File: config.mk
export PLATFORM = sky130hd
export DESIGN_NAME = ysyx_24080006_ialign
export DESIGN_NICKNAME = d
export VERILOG_FILES = /design/src/rtl/ysyx_24080006_ialign.sv
export SDC_FILE = /design/constraint.sdc
export NUM_CORES = 1
export LEC_CHECK = 0
export CAP_MARGIN = 5
export CORE_MARGIN = 2
export CORE_UTILIZATION = 55
export DETAILED_ROUTE_END_ITERATION = 10
export GPL_ROUTABILITY_DRIVEN = 0
export PLACE_DENSITY = 0.86
export SLEW_MARGIN = 10
export SYNTH_ARGS = -nofsm -noshare
export SYNTH_HDL_FRONTEND = slang
export SYNTH_SLANG_ARGS = --single-unit
export TNS_END_PERCENT = 20
File: constraint.sdc
create_clock -name clock -period 10.9 [get_ports clock]
set_input_delay 2.18 -clock clock [delete_from_list [all_inputs] [get_ports clock]]
set_output_delay 2.18 -clock clock [all_outputs]
set_load 0.01 [all_outputs]
File: src/rtl/ysyx_24080006_ialign.sv
// Instruction realignment buffer: queues 16-bit parcels from 32-bit fetch words
// and hands the decoder one whole (compressed or 32-bit) instruction per handshake.
module ysyx_24080006_ialign #(
    parameter bit RVC         = 1'b1,
    parameter int FETCH_DEPTH = 2
) (
    input  logic        clock,
    input  logic        reset_n,
    input  logic        flush,
    input  logic        in_valid,
    output logic        in_ready,
    input  logic [31:0] in_pc,
    input  logic [31:0] in_inst,
    output logic        out_valid,
    input  logic        out_ready,
    output logic [31:0] out_pc,
    output logic [31:0] out_inst,
    output logic        out_compressed,
    output logic        out_err
);

    localparam int HQ = 2 * FETCH_DEPTH;
    localparam int PW = (HQ > 1) ? $clog2(HQ) : 1;
    localparam int CW = $clog2(HQ + 1);
    localparam logic [CW-1:0] CNT_ROOM = CW'(HQ - 2);
    localparam logic [CW-1:0] CNT_ONE  = CW'(1);
    localparam logic [CW-1:0] CNT_TWO  = CW'(2);

    logic [15:0]    parcels [HQ];
    logic [PW-1:0]  rd_ptr;
    logic [PW-1:0]  wr_ptr;
    logic [CW-1:0]  cnt;
    logic [31:0]    head_pc;

    logic [15:0]    p0;
    logic [15:0]    p1;
    logic           head_c;
    logic           have_inst;
    logic           push;
    logic           pop;
    logic           push_half;
    logic [CW-1:0]  n_push;
    logic [CW-1:0]  n_pop;
    logic           unused_pc_lsb;

    assign unused_pc_lsb = in_pc[0];

    always_comb begin
        p0        = parcels[rd_ptr];
        p1        = parcels[rd_ptr + PW'(1)];
        head_c    = RVC && (p0[1:0] != 2'b11);
        have_inst = head_c ? (cnt >= CNT_ONE) : (cnt >= CNT_TWO);

        in_ready  = ~flush & (cnt <= CNT_ROOM);
        out_valid = ~flush & have_inst;

        push      = in_valid & in_ready;
        pop       = out_valid & out_ready;
        // Without RVC a misaligned word still occupies two parcels and is flagged.
        push_half = RVC && in_pc[1];
        n_push    = push ? (push_half ? CNT_ONE : CNT_TWO) : '0;
        n_pop     = pop ? (head_c ? CNT_ONE : CNT_TWO) : '0;

        out_pc         = head_pc;
        out_inst       = head_c ? {16'h0000, p0} : {p1, p0};
        out_compressed = out_valid & head_c;
        out_err        = out_valid & ~RVC & ((p0[1:0] != 2'b11) | head_pc[1]);
    end

    always_ff @(posedge clock or negedge reset_n) begin
        if (!reset_n) begin
            cnt     <= '0;
            rd_ptr  <= '0;
            wr_ptr  <= '0;
            head_pc <= '0;
        end else if (flush) begin
            cnt    <= '0;
            rd_ptr <= '0;
            wr_ptr <= '0;
        end else begin
            cnt <= cnt + n_push - n_pop;
            if (push)
                wr_ptr <= wr_ptr + (push_half ? PW'(1) : PW'(2));
            if (pop)
                rd_ptr <= rd_ptr + (head_c ? PW'(1) : PW'(2));
            // Fetch is sequential, so in_pc matters only when the queue runs dry.
            if (push && (cnt == n_pop))
                head_pc <= {in_pc[31:1], 1'b0};
            else if (pop)
                head_pc <= head_pc + (head_c ? 32'd2 : 32'd4);
        end
    end

    always_ff @(posedge clock) begin
        if (push) begin
            if (push_half) begin
                parcels[wr_ptr] <= in_inst[31:16];
            end else begin
                parcels[wr_ptr]          <= in_inst[15:0];
                parcels[wr_ptr + PW'(1)] <= in_inst[31:16];
            end
        end
    end

endmodule

==> results.py <==
metrics = {
    "global_route": {
        "grt_pass1_wl_um": 26000,
        "overflow": 0,
        "grtUsageTotal_pct": 26.8,
        "grt_pass1_vias": 5209,
        "antenna_found_initial": 0,
        "grt_start_max_net_pins": 44,
    },
    "routing": {
        "wl_met3_um": 1080,
        "vias": 5105,
        "top_layer": "met4",
        "wl_met2_um": 8660,
        "drt-total-wl_um": 16600,
        "vias_per_cell": 6.46,
        "detail-route-antenna-nets": 0,
        "drt_iter0_drc": 350,
        "wl_met1_um": 6570,
        "wl_per_cell_um": 21.0,
        "remaining_drc_errors": 0,
        "firstDrtPassIters": 5,
    },
    "pwr": {
        "combPwrFrac_pct": 46.8,
        "switching_share_pct": 37.6,
        "power_density_nw_per_um2": 209,
        "p_leak_uw": 0.00287,
        "p_int_uw": 1050,
        "peakVddDrop_mv": 0.119,
        "seqPwrFrac_pct": 34.9,
        "pwr-share-clk_pct": 18.3,
        "p_switching_uw": 630,
    },
    "clock_network": {
        "clk_pin_slew_worst_paths_ns": 0.07,
        "cts_buffer_depth": 2,
        "root_buffer": "clkbuf_16",
        "worstSkewPairLatency_ns": 0.35,
        "ctsResizeCount": 0,
        "post-cts-setup-buffers": 0,
        "cts_num_sinks": 102,
        "cts_tree": "built",
        "cts_buffers": 9,
        "cts_max_level": 3,
        "ctsHoldBuffers": 0,
    },
    "yosys": {
        "netlist-cell-type-count": 58,
        "ys_seq_elements": 102,
        "syn_area_um2": 6310,
        "syn_area_per_cell_um2": 12.0,
        "seq_area_frac_synth_pct": 45.5,
        "synth-edff-count": 64,
        "synth_top_flop_cell": "edfxtp_1",
        "ys_async_sr_fraction_pct": 37.3,
        "yosysWarnings": 0,
        "synthCells": 527,
    },
    "die": {
        "die-area_um2": 12400,
        "start_util_pct": 55.8,
        "die_x_um": 111,
        "die_h_um": 111,
        "rows": 39,
        "core_um2": 11300,
        "io_pins": 137,
    },
    "timing": {
        "worst_slack_ns": 4.77,
        "finalCritPeriodShare_pct": 56.2,
        "finalMaxSlewViolations": 0,
        "worst_pin_slew_ns": 1.13,
        "hold_violations": 0,
        "rsz0062_at_grt": "no",
        "max_freq_ghz": 0.163,
        "setup_viol": 0,
        "finalSetupTns_ns": 0,
        "skew_ns": 0.00797,
        "relSlewSlack_pct": 24.7,
        "holdWs_ns": 0.534,
        "fin_crit_ns": 6.13,
    },
    "worst_setup_path": {
        "cp_cell_sequence": "clkdlybuf4s50_1 -> a211oi_2 -> clkdlybuf4s50_1",
        "path_max_fanout": 12,
        "r2r_slack_ns": 6.37,
        "startpoint_type": "primary input",
        "critical-path-max-stage-delay_ns": 0.65,
        "cp_slowest_cell": "clkdlybuf4s50_1",
        "end_kind": "output port",
        "crit_family": "buffers and inverters",
        "worst_path_most_repeated_cell": "clkdlybuf4s50_1",
        "critical_path_required_ns": 8.72,
        "worst-path-buf-inv": 2,
        "criticalPathCategory": "primary input to output port",
        "cp.arrival_ns": 3.95,
    },
    "placement": {
        "port_buffers": 133,
        "place_hpwl_um": 11200,
        "place_worst_setup_slack_ns": 4.81,
    },
    "layout": {
        "drive_gt1_share_pct": 21.5,
        "n_fill_cell": 779,
        "insertedDiodeCount": 0,
        "final_util_pct": 70.7,
        "area_growth_pct": 26.8,
        "fin_nets": 721,
        "final_cell_mix": "clkdlybuf4s50_1, mux2_2, edfxtp_1",
        "final_common_cell": "clkdlybuf4s50_1",
    },
    "flow_run": {
        "cap_violations": 0,
    },
    "min_path": {
        "hold_path_class": "flop to flop",
    },
    "run_status": {
        "status": "completed",
    },
}
## worst reg2reg max path: stages (launching register included)
cell,delay (ns)
dfrtp_2,0.61
mux4_2,0.83
a21o_1,0.28
a21oi_1,0.27
nand2_1,0.15
ha_1,0.32
nor2b_1,0.15
a32oi_1,0.49
nand2_1,0.71
a31o_2,0.47
a31oi_1,0.15
## sequential cells by signal, summed over array words and instances (netlist names)
signal   cells
wr_ptr       2
rd_ptr       2
out_pc      31
parcels     64
cnt          3
## final timing paths
path,start,end,depth (start not counted)
max,flush,in_ready,3
min,out_pc[1],out_pc[1],2
max reg2reg,rd_ptr[0],out_pc[25],10
min reg2reg,out_pc[1],out_pc[1],2
max in group asynchronous,reset_n,rd_ptr[0],1
min in group asynchronous,reset_n,out_pc[14],1
## cells in the mapped netlist, drive strengths merged, types with 4 or more instances
master,count,share of area [%]
mux2,69,12
ha,7,1.4
buf,16,1.6
xnor2,4,0.55
mux2i,4,0.63
nor2,15,0.89
dfrtp,38,15
or2,4,0.40
o311ai,4,0.55
clkbuf,23,1.4
and2,4,0.40
or4,11,1.3
nand4,21,2.1
nand2,45,2.7
o211ai,4,0.48
a21oi,10,0.79
nor3,10,0.87
edfxtp,64,30
and3,21,2.1
mux4,32,11
nand3,42,3.3
o21ai,7,0.55
inv,12,0.71
or3,4,0.40
o22a,5,0.69
and4,6,0.83
nor2b,5,0.50
## layer usage
metal	track usage [%]	vias to the layer above
met3	4.37	27
met2	47.8	221
li1	-	2294
met5	0	-
met1	33.9	2563
met4	8.07	0
## kinds of logic after synthesis
kind of cell               share of synthesized area, %
and+or+nand+nor                                    16.9
muxes                                              24.4
DFF                                                45.5
AOI/OAI and AO/OA                                  6.30
buffers and inverters                              3.73
adders and majority gates                          2.34
xor gates and xnor gates                          0.832
other                                            0.0594
## layout make-up
| cell class | count | area, um2 | share of cell area (%) |
|---|---|---|---|
| Tap cell | 143 | 179 | 2.23 |
| Inverter | 12 | 45.0 | 0.563 |
| Clock buffer | 10 | 229 | 2.86 |
| Sequential cell | 102 | 2870 | 35.9 |
| Timing Repair Buffer | 142 | 1390 | 17.4 |
| Clock inverter | 6 | 46.3 | 0.578 |
| Multi-Input combinational cell | 375 | 3240 | 40.5 |
## power groups by stage
stage | sequential [uW] | combinational (uW) | clock [uW]
after global routing | 598 | 844 | 324
after floorplan | 574 | 468 | 0
after detailed placement | 591 | 776 | 0
after global placement | 582 | 751 | 0
after CTS | 583 | 785 | 309
final | 585 | 784 | 307
## through the flow
stage	cell area [um2]	power, uW	std cells
finish	8010	1680	790
global route	8010	1770	790
detailed placement	7730	1370	774
CTS	8010	1680	790
global placement	7730	1330	774
floorplan	6320	1040	528
Note: power is estimated with default switching activity, not from simulation.
